File: src/rtl/hilo_muldiv_ctrl_if.sv
// EX-stage <-> HI/LO multiply/divide sequencer bundle: operation request in, stall/result out.
// master = EX pipeline side, slave = sequencer.
interface hilo_muldiv_ctrl_if #(
    parameter int WIDTH = 32
);
    logic             start;
    logic [1:0]       op;
    logic [WIDTH-1:0] a;
    logic [WIDTH-1:0] b;
    logic             annul;
    logic             stall;
    logic             done;
    logic [WIDTH-1:0] hi;
    logic [WIDTH-1:0] lo;

    modport master (
        output start, op, a, b, annul,
        input  stall, done, hi, lo
    );

    modport slave (
        input  start, op, a, b, annul,
        output stall, done, hi, lo
    );
endinterface

File: src/rtl/hilo_muldiv_ctrl.sv
// HI/LO sequencer for MULT/MULTU/DIV/DIVU: counter-timed multiply, 32-step restoring divide.
// Latency: MUL_LAT cycles (mult), 33 cycles (div); done pulses one cycle with hi/lo valid.
// Backpressure: stall holds EX while busy, drops in DONE or on annul. DIV_ZERO_FAST_EN: b==0 divides finish in 1 cycle.
module hilo_muldiv_ctrl #(
    parameter int WIDTH   = 32,
    parameter int MUL_LAT = 2
) (
    input  logic              clk,
    input  logic              rst,
    hilo_muldiv_ctrl_if.slave bus
);
    localparam int CW = $clog2(WIDTH);

`ifdef DIV_ZERO_FAST_EN
    localparam bit FAST_DZ = 1'b1;
`else
    localparam bit FAST_DZ = 1'b0;
`endif

    typedef enum logic [1:0] {S_IDLE, S_MUL, S_DIV, S_DONE} state_t;

    state_t             state_q, state_d;
    logic [CW-1:0]      cnt_q, cnt_d;
    logic [2*WIDTH-1:0] prod_q, prod_d;
    logic [WIDTH-1:0]   rem_q, rem_d, quo_q, quo_d, dvs_q, dvs_d;
    logic [WIDTH-1:0]   hi_q, hi_d, lo_q, lo_d;
    logic               qneg_q, qneg_d, rneg_q, rneg_d;

    logic               accept, op_unsigned;
    logic [2*WIDTH-1:0] ext_a, ext_b, prod_c;
    logic [WIDTH-1:0]   abs_a, abs_b;
    logic [WIDTH:0]     rem_sh;
    logic [WIDTH-1:0]   trial, step_rem, step_quo;
    logic               take;

    assign accept      = bus.start & ~bus.annul;
    assign op_unsigned = bus.op[0];

    always_comb begin
        ext_a  = op_unsigned ? {{WIDTH{1'b0}}, bus.a} : {{WIDTH{bus.a[WIDTH-1]}}, bus.a};
        ext_b  = op_unsigned ? {{WIDTH{1'b0}}, bus.b} : {{WIDTH{bus.b[WIDTH-1]}}, bus.b};
        prod_c = ext_a * ext_b;
        abs_a  = (!op_unsigned && bus.a[WIDTH-1]) ? -bus.a : bus.a;
        abs_b  = (!op_unsigned && bus.b[WIDTH-1]) ? -bus.b : bus.b;
    end

    // Restoring step: the shifted remainder needs one extra bit before the compare.
    always_comb begin
        rem_sh   = {rem_q, quo_q[WIDTH-1]};
        take     = (rem_sh >= {1'b0, dvs_q});
        trial    = rem_sh[WIDTH-1:0] - dvs_q;
        step_rem = take ? trial : rem_sh[WIDTH-1:0];
        step_quo = {quo_q[WIDTH-2:0], take};
    end

    always_comb begin
        state_d = state_q;
        cnt_d   = cnt_q;
        prod_d  = prod_q;
        rem_d   = rem_q;
        quo_d   = quo_q;
        dvs_d   = dvs_q;
        qneg_d  = qneg_q;
        rneg_d  = rneg_q;
        hi_d    = hi_q;
        lo_d    = lo_q;
        case (state_q)
            S_IDLE: begin
                if (accept) begin
                    if (!bus.op[1]) begin
                        prod_d = prod_c;
                        if (MUL_LAT == 1) begin
                            state_d = S_DONE;
                            hi_d    = prod_c[2*WIDTH-1:WIDTH];
                            lo_d    = prod_c[WIDTH-1:0];
                        end else begin
                            cnt_d   = CW'(MUL_LAT - 1);
                            state_d = S_MUL;
                        end
                    end else begin
                        rem_d   = '0;
                        quo_d   = abs_a;
                        dvs_d   = abs_b;
                        qneg_d  = ~op_unsigned & (bus.a[WIDTH-1] ^ bus.b[WIDTH-1]);
                        rneg_d  = ~op_unsigned & bus.a[WIDTH-1];
                        cnt_d   = CW'(WIDTH - 1);
                        state_d = S_DIV;
                        if (FAST_DZ && bus.b == '0) begin
                            state_d = S_DONE;
                            hi_d    = bus.a;
                            lo_d    = '1;
                        end
                    end
                end
            end
            S_MUL: begin
                if (bus.annul) begin
                    state_d = S_IDLE;
                end else if (cnt_q == CW'(1)) begin
                    state_d = S_DONE;
                    hi_d    = prod_q[2*WIDTH-1:WIDTH];
                    lo_d    = prod_q[WIDTH-1:0];
                end else begin
                    cnt_d = cnt_q - CW'(1);
                end
            end
            S_DIV: begin
                if (bus.annul) begin
                    state_d = S_IDLE;
                end else begin
                    rem_d = step_rem;
                    quo_d = step_quo;
                    cnt_d = cnt_q - CW'(1);
                    // Last step: publish the sign-corrected result straight from the step logic.
                    if (cnt_q == '0) begin
                        state_d = S_DONE;
                        hi_d    = rneg_q ? -step_rem : step_rem;
                        lo_d    = qneg_q ? -step_quo : step_quo;
                    end
                end
            end
            default: state_d = S_IDLE;
        endcase
    end

    always_ff @(posedge clk) begin
        if (rst) begin
            state_q <= S_IDLE;
            cnt_q   <= '0;
            prod_q  <= '0;
            rem_q   <= '0;
            quo_q   <= '0;
            dvs_q   <= '0;
            qneg_q  <= 1'b0;
            rneg_q  <= 1'b0;
            hi_q    <= '0;
            lo_q    <= '0;
        end else begin
            state_q <= state_d;
            cnt_q   <= cnt_d;
            prod_q  <= prod_d;
            rem_q   <= rem_d;
            quo_q   <= quo_d;
            dvs_q   <= dvs_d;
            qneg_q  <= qneg_d;
            rneg_q  <= rneg_d;
            hi_q    <= hi_d;
            lo_q    <= lo_d;
        end
    end

    assign bus.stall = ~rst & ~bus.annul &
                       (((state_q == S_IDLE) & bus.start) | (state_q == S_MUL) | (state_q == S_DIV));
    assign bus.done  = (state_q == S_DONE);
    assign bus.hi    = hi_q;
    assign bus.lo    = lo_q;
endmodule
File: src/flat_wrapper.sv
// flat-port wrapper written by rule: the top's interface ports become plain ports
module hilo_muldiv_ctrl_flat 
#(
    parameter int WIDTH   = 32,
    parameter int MUL_LAT = 2
)
  (clk, rst, bus_start, bus_op, bus_a, bus_b, bus_annul, bus_stall, bus_done, bus_hi, bus_lo);
  hilo_muldiv_ctrl_if #(.WIDTH(WIDTH)) bus_i ();
  input  logic clk;
  input  logic rst;
  input wire logic [$bits(bus_i.start)-1:0] bus_start;
  input wire logic [$bits(bus_i.op)-1:0] bus_op;
  input wire logic [$bits(bus_i.a)-1:0] bus_a;
  input wire logic [$bits(bus_i.b)-1:0] bus_b;
  input wire logic [$bits(bus_i.annul)-1:0] bus_annul;
  output wire logic [$bits(bus_i.stall)-1:0] bus_stall;
  output wire logic [$bits(bus_i.done)-1:0] bus_done;
  output wire logic [$bits(bus_i.hi)-1:0] bus_hi;
  output wire logic [$bits(bus_i.lo)-1:0] bus_lo;
  assign bus_i.start = bus_start;
  assign bus_i.op = bus_op;
  assign bus_i.a = bus_a;
  assign bus_i.b = bus_b;
  assign bus_i.annul = bus_annul;
  assign bus_stall = bus_i.stall;
  assign bus_done = bus_i.done;
  assign bus_hi = bus_i.hi;
  assign bus_lo = bus_i.lo;
  hilo_muldiv_ctrl #(.WIDTH(WIDTH), .MUL_LAT(MUL_LAT)) u_core (.clk(clk), .rst(rst), .bus(bus_i));
endmodule
File: config.mk
export PLATFORM = sky130hd
export DESIGN_NAME = hilo_muldiv_ctrl_flat
export DESIGN_NICKNAME = d
export VERILOG_FILES = /design/src/rtl/hilo_muldiv_ctrl_if.sv /design/src/rtl/hilo_muldiv_ctrl.sv /design/src/flat_wrapper.sv
export SDC_FILE = /design/constraint.sdc
export NUM_CORES = 2
export LEC_CHECK = 0
export CORE_MARGIN = 5
export CORE_UTILIZATION = 37
export DETAILED_ROUTE_END_ITERATION = 7
export GPL_ROUTABILITY_DRIVEN = 0
export GPL_TIMING_DRIVEN = 0
export MAX_ROUTING_LAYER = met4
export PLACE_DENSITY_LB_ADDON = 0.15
export SLEW_MARGIN = 20
export SYNTH_ARGS = -nofsm -noshare
export SYNTH_HDL_FRONTEND = slang
export SYNTH_SLANG_ARGS = --single-unit
File: constraint.sdc
create_clock -name clk -period 10.5 [get_ports clk]
set_input_delay 1.05 -clock clk [delete_from_list [all_inputs] [get_ports clk]]
set_output_delay 1.05 -clock clk [all_outputs]
set_load 0.02 [all_outputs]
# Word level (Yosys, flattened, before mapping)
# Index checks and enable logic that the tools add are counted.
dict set report totals {
  register_bits 233
  latchBits 0
  ramBits 0
  rom_bits 0
  inputBits 70
  word_cells 96
  mem_count 0
}
dict set report classes {
  n_addsub 6
  n_mul 1
  div_mod_pow 0
  magnitude_cmp 1
  n_eq_ne 13
  n_shift 0
  mux 38
  bitwise_logic 13
  reduce_logical 14
}
# op n
set ops {}
lappend ops {{two-way mux 32 bit} 19}
lappend ops {{case mux 32 bit (2 select lines)} 4}
lappend ops {{two-way mux 64 bit} 2}
lappend ops {{negator 32 bit} 4}
lappend ops {{multiplier 64 x 64 -> 64 bit} 1}
lappend ops {{>= comparator 33 x 32 -> 1 bit} 1}
lappend ops {{subtractor 32 bit} 1}
lappend ops {{two-way mux 5 bit} 5}
lappend ops {{case mux 5 bit (3 select lines)} 1}
lappend ops {{two-way mux 2 bit} 6}
lappend ops {{AND reduction 5 bit} 2}
lappend ops {{AND reduction 3 bit} 3}
lappend ops {{inequality test 2 bit (second input constant)} 4}
lappend ops {{bitwise AND 1 bit} 6}
lappend ops {{inequality test 2 x 1 -> 1 bit (second input constant)} 3}
lappend ops {{inequality test 3 x 2 -> 1 bit (second input constant)} 2}
lappend ops {{case mux 2 bit (3 select lines)} 1}
lappend ops {{== test 5 x 1 -> 1 bit (second input constant)} 1}
lappend ops {{logical NOT 5 bit} 1}
lappend ops {{subtractor 5 x 1 -> 5 bit (second input constant)} 1}
lappend ops {{== test 2 bit (second input constant)} 2}
lappend ops {{NOT 1 bit} 4}
lappend ops {{AND reduction 4 bit} 1}
lappend ops {{nonzero test 2 bit} 2}
lappend ops {{other kinds (7)} 9}

# Logic depth before layout (Yosys ltp)
dict set report logic_depth {
  depth_word 7
  mapped_depth 36
  mapped_depth_nobuf 33
}

# Least setup slack after synthesis
# Ideal clock, no wire load.
dict set report synth_path {
  path_type {input-to-reg}
  start {input bus_a[31]}
  end {register u_core.prod_q[62]}
  setup_ns 0.106
  arrival_time_ns 10.204
  slack_ns 0.190
  path_stages 33
  n_path_buf 4
  path_cell_list {nor2b_1 clkbuf_1 clkbuf_1 clkbuf_1 nand2_1 fa_1 inv_1 fa_1 fa_1 inv_1 fa_1 inv_1 fa_1 fa_1 fa_1 fa_1 fa_1 inv_1 fa_1 inv_1 ha_1 clkbuf_1 a21o_1 a21o_1 a21o_1 o21bai_1 a211o_1 a21oi_1 o41ai_1 nand4_1 nand4b_1 a2111o_1 o311ai_0}
}
dict set report synth_between {
  elab_chain_cells 2
}
# element line
set synth_lines {}
lappend synth_lines {{from (decl)} flat_wrapper.sv:13} ;# input wire logic [$bits(bus_i.a)-1:0] bus_a;
lappend synth_lines {{two-way mux 64 bit} hilo_muldiv_ctrl.sv:40} ;# ext_a = op_unsigned ? {{WIDTH{1'b0}}, bus.a} : {{WIDTH{bus.a[WIDTH-1]}}, bus.a};
lappend synth_lines {{multiplier 64 x 64 -> 64 bit} hilo_muldiv_ctrl.sv:42} ;# prod_c = ext_a * ext_b;
lappend synth_lines {{to (signal assigned)} hilo_muldiv_ctrl.sv:141} ;# prod_q <= prod_d;
lappend synth_lines {{to (decl)} hilo_muldiv_ctrl.sv:24} ;# logic [2*WIDTH-1:0] prod_q, prod_d;
# No other way between the ends.
# A chain may end at the register's enable or synchronous reset.

# Worst setup path after layout
dict set report layout_path {
  start {input bus_a[9]}
  end {register u_core.prod_q[56]}
}
# The elaborated chain is that of the path after synthesis.

==> impl_results.rst <==
.. list-table::
   :header-rows: 1

   * - Metric
     - Value
   * - Result of the run
     - finished, final reports clean
   * - Post-Syn Area
     - 0.0622 mm²
   * - Final Instance Area
     - about 0.068 mm²
   * - Sequential-to-total area share from yosys stat
     - 7.50%
   * - Unique masters post-synth
     - 88
   * - Post-Route Skew
     - 0.0205 ns
   * - Yosys top cell area share
     - a little under half
   * - Met3 layer usage reported by global route
     - 4.91%
   * - Busiest grt layer
     - met2
   * - Antenna violations before repair
     - 36
   * - Arrival time worst endpoint
     - 10.82 ns
   * - Most used cells in the layout excluding fill and tap cells
     - 1556 x sky130_fd_sc_hd__inv_1, 1412 x sky130_fd_sc_hd__fa_1, 818 x sky130_fd_sc_hd__nand2_1
   * - Count of final max-slew check failures
     - 0
   * - Class of the most critical setup path
     - primary input to register
   * - Fill cells
     - 17200
   * - Clock tree sinks
     - between 200 and 250
   * - Number of flops mapped to enable cells by yosys
     - 0
   * - Core area
     - 0.167 mm²
   * - Nets in the synthesized netlist
     - slightly below 9000
   * - Reg2reg path depth
     - 20
   * - Area share of and/or/nand/nor cells after synthesis
     - 15.2%
   * - Die outline height
     - 420 µm
   * - TritonCTS Buffers
     - 25
   * - Number of top-level pins
     - roughly 140
   * - CTS tree
     - yes
   * - F_max
     - approximately 97 MHz
   * - Global-route usage over all layers
     - 30.7%
   * - Kind of capture point of the worst setup path
     - register
   * - Area contributors post-synth
     - sky130_fd_sc_hd__fa_1 46%, sky130_fd_sc_hd__inv_1 9.4%, sky130_fd_sc_hd__dfxtp_1 7.5%
   * - Total congestion overflow after global routing
     - 0
   * - Data required time of the critical path
     - 10.98 ns
   * - Die X
     - ~420 µm
   * - Most frequent standard cell in the layout excluding fill and tap cells
     - sky130_fd_sc_hd__inv_1
   * - Post-DR wirelength/cell
     - 28.0 µm
   * - Slew headroom
     - a little under a quarter
   * - Crit path capture
     - u_core.prod_q[56]
   * - Post-synthesis compound-gate area fraction
     - a little under 9%
   * - Met2 Use GR
     - 47.3%
   * - Max Cap Violations
     - 0
   * - Count of buffers inserted at the top-level ports
     - 88
   * - H-tree levels
     - 1
   * - CTS max path bufs
     - 3
   * - DIE AREA
     - around 0.18 mm²
   * - Gate count after technology mapping
     - 7031
   * - Number of global-route vias before repair
     - approximately 52000
   * - Worst setup path startpoint
     - bus_a[9]
   * - Overall via count from detail_route
     - around 50000
   * - Relative area change from synthesis to final layout
     - 8.63%
   * - XOR/XNOR Fraction of Synth Area
     - 3.29%
   * - Worst Hold Margin
     - approximately 0.46 ns
   * - Maximum fanout along the worst path
     - 10
   * - Type of the tightest min-delay check
     - register to register
   * - Proportion of layout cells with a drive suffix above 1
     - a little under 5%
   * - Crit Reg-Reg Startpoint
     - u_core.dvs_q[15]
   * - Global-route wire length before repair
     - 376000 µm
   * - Final critical delay including setup and external delays
     - roughly 10 ns
   * - Via-to-Cell Ratio
     - about 5.3
   * - Count of unresolved DRC violations after routing
     - 0
   * - Adder-cell area share of the yosys netlist
     - 52.8%
   * - Mean instance size in the synthesized netlist
     - 8.85 µm²
   * - Endpoint of the worst register-to-register path
     - u_core.bus.hi[24]
   * - R2R setup slack
     - 3.97 ns
   * - Starting Density
     - 37.2%
   * - Most Frequent Cell on Critical Path
     - sky130_fd_sc_hd__fa_1
   * - Post-synth top area cell
     - sky130_fd_sc_hd__fa_1
   * - Total of flip-flops plus latches after synthesis
     - 233
   * - Count of nets left with antenna violations after detail routing
     - 0
   * - Category of the worst setup path launch point
     - primary input
   * - Ys Warns
     - 0
   * - Nets
     - 9003
   * - Slowest cell on crit path
     - sky130_fd_sc_hd__fa_2
   * - Worst-Margin Slew
     - approximately 1.1 ns
   * - Share of flip-flops with an asynchronous set or reset
     - 0%
   * - Post-synthesis mux area share
     - 0.422%
   * - Final setup violation count
     - 0
   * - Number of failing hold endpoints at the final stage
     - 0
   * - Clock slew seen by the registers of the worst setup and hold paths
     - ~0.070 ns
   * - Grt met1 use
     - 40.4%
   * - Most common flop cell mapped by yosys
     - sky130_fd_sc_hd__dfxtp_1
   * - Rows
     - 150
   * - Biggest cell delay along the critical path
     - approximately 0.63 ns
   * - Count of hold buffers inserted by post-cts repair
     - 0
   * - Area after DPL
     - 0.0661 mm²
   * - Clock latency at the later pin of the worst-skew pair
     - between 0.5 and 0.6 ns
   * - Detailed-placement wirelength estimate
     - 226000 µm
   * - Number of detailed-routing iterations run before antenna repair
     - 7
   * - Maximum number of pins on one net before global-route repair
     - 23
   * - Final worst-path cycle share
     - between 90% and 100%
   * - Overall routed net length
     - 263000 µm
   * - Dpl cells
     - between 9000 and 10000
   * - Main combinational cell family by area after synthesis
     - adder cells
   * - Number of design-rule violations left by the first detailed-router iteration
     - 4763
   * - Root buffer cell
     - sky130_fd_sc_hd__clkbuf_16
   * - Final std cells w/o fill
     - 9400
[metal layers]
metal,routed length [µm],up-vias
li1,-,21500
met1,109000,25800
met2,117000,2441
met3,23200,494
met4,14300,0
met5,0,-
[worst max-delay path, delay by kind of cell]
| kind | cells | cell delay, ns |
|---|---|---|
| AO/OA/AOI/OAI | 6 | 1.52 |
| XOR/XNOR | 1 | 0.29 |
| adder cells (fa/ha/maj) | 11 | 5.32 |
| buffers and inverters | 9 | 1.64 |
| AND/OR/NAND/NOR | 4 | 0.96 |
[layout make-up]
type | count | area [µm²] | share of cell area (%)
clock buffer | 29 | 681 | 1.01
sequential | 233 | 4660 | 6.90
antenna | 21 | 52.6 | 0.0777
timing repair buffer | 102 | 1020 | 1.51
buffer | 405 | 2060 | 3.04
multi-input combinational | 4830 | 50300 | 74.4
tap | 2204 | 2760 | 4.08
clock inverter | 16 | 198 | 0.292
inverter | 1560 | 5860 | 8.66
[logic make-up after synthesis]
logic type,Yosys count
compound gates,839
xor+xnor,234
fa+ha+maj,1777
buf+inv,1968
flops,233
mux,26
simple gates,1954
[Yosys cell counts, drive strengths merged, types with 8 or more instances]
cell / number
nor4: 25
nor3: 47
dfxtp: 233
nand2: 819
nand3: 43
xnor2: 143
a211oi: 88
o21bai: 11
a31oi: 26
xor2: 91
or3: 25
nand2b: 30
nor2: 265
a2111oi: 10
o21ai: 146
or4: 9
o21a: 18
o41ai: 20
a22oi: 31
or2: 8
mux2i: 24
inv: 1560
buf: 45
and3: 16
a31o: 13
fa: 1419
nor2b: 18
a21o: 79
ha: 357
a21oi: 274
a311oi: 10
and2: 601
o31ai: 28
a211o: 9
clkbuf: 363
nor3b: 9
o211ai: 24
nand4: 17
[stage by stage]
step / setup WS (ns) / util (%) / TNS (ns)
global placement: -3.94 / 39.4 / -97.30
detailed placement: -3.58 / 39.5 / -87.44
CTS: 0.0202 / 40.3 / 0
global route: -0.0271 / 40.4 / -0.0415
floorplan: 0.190 / - / 0
finish: 0.159 / 40.4 / 0
[worst min path at each step]
stage	startpoint	to	slack [ns]	depth (start not counted)
after floorplan	u_core.prod_q[33]	u_core.prod_q[33]	0.43	2
after global placement	u_core.prod_q[41]	u_core.prod_q[41]	0.44	2
after detailed placement	u_core.prod_q[42]	u_core.prod_q[42]	0.45	2
after CTS	u_core.prod_q[42]	u_core.prod_q[42]	0.46	2
after global routing	u_core.prod_q[21]	u_core.prod_q[21]	0.48	2
final	u_core.prod_q[21]	u_core.prod_q[21]	0.46	2
[timing repair]
item	in CTS	in global routing
setup buffers	5	2
setup endpoints to repair	37	20
resized for setup	205	294
pin swaps	3	4
[registers in the layout, summed over array words and instances, names as in the netlist]
register        count
u_core.prod_q      64
u_core.bus.hi      32
u_core.bus.lo      32
u_core.dvs_q       32
u_core.quo_q       32
u_core.rem_q       32
u_core.cnt_q        5
u_core.state_q      2
u_core.qneg_q       1
u_core.rneg_q       1
Power is left out: the tool's default activity adds up to more than one toggle a clock period on the data nets, which glitch-free logic cannot reach.
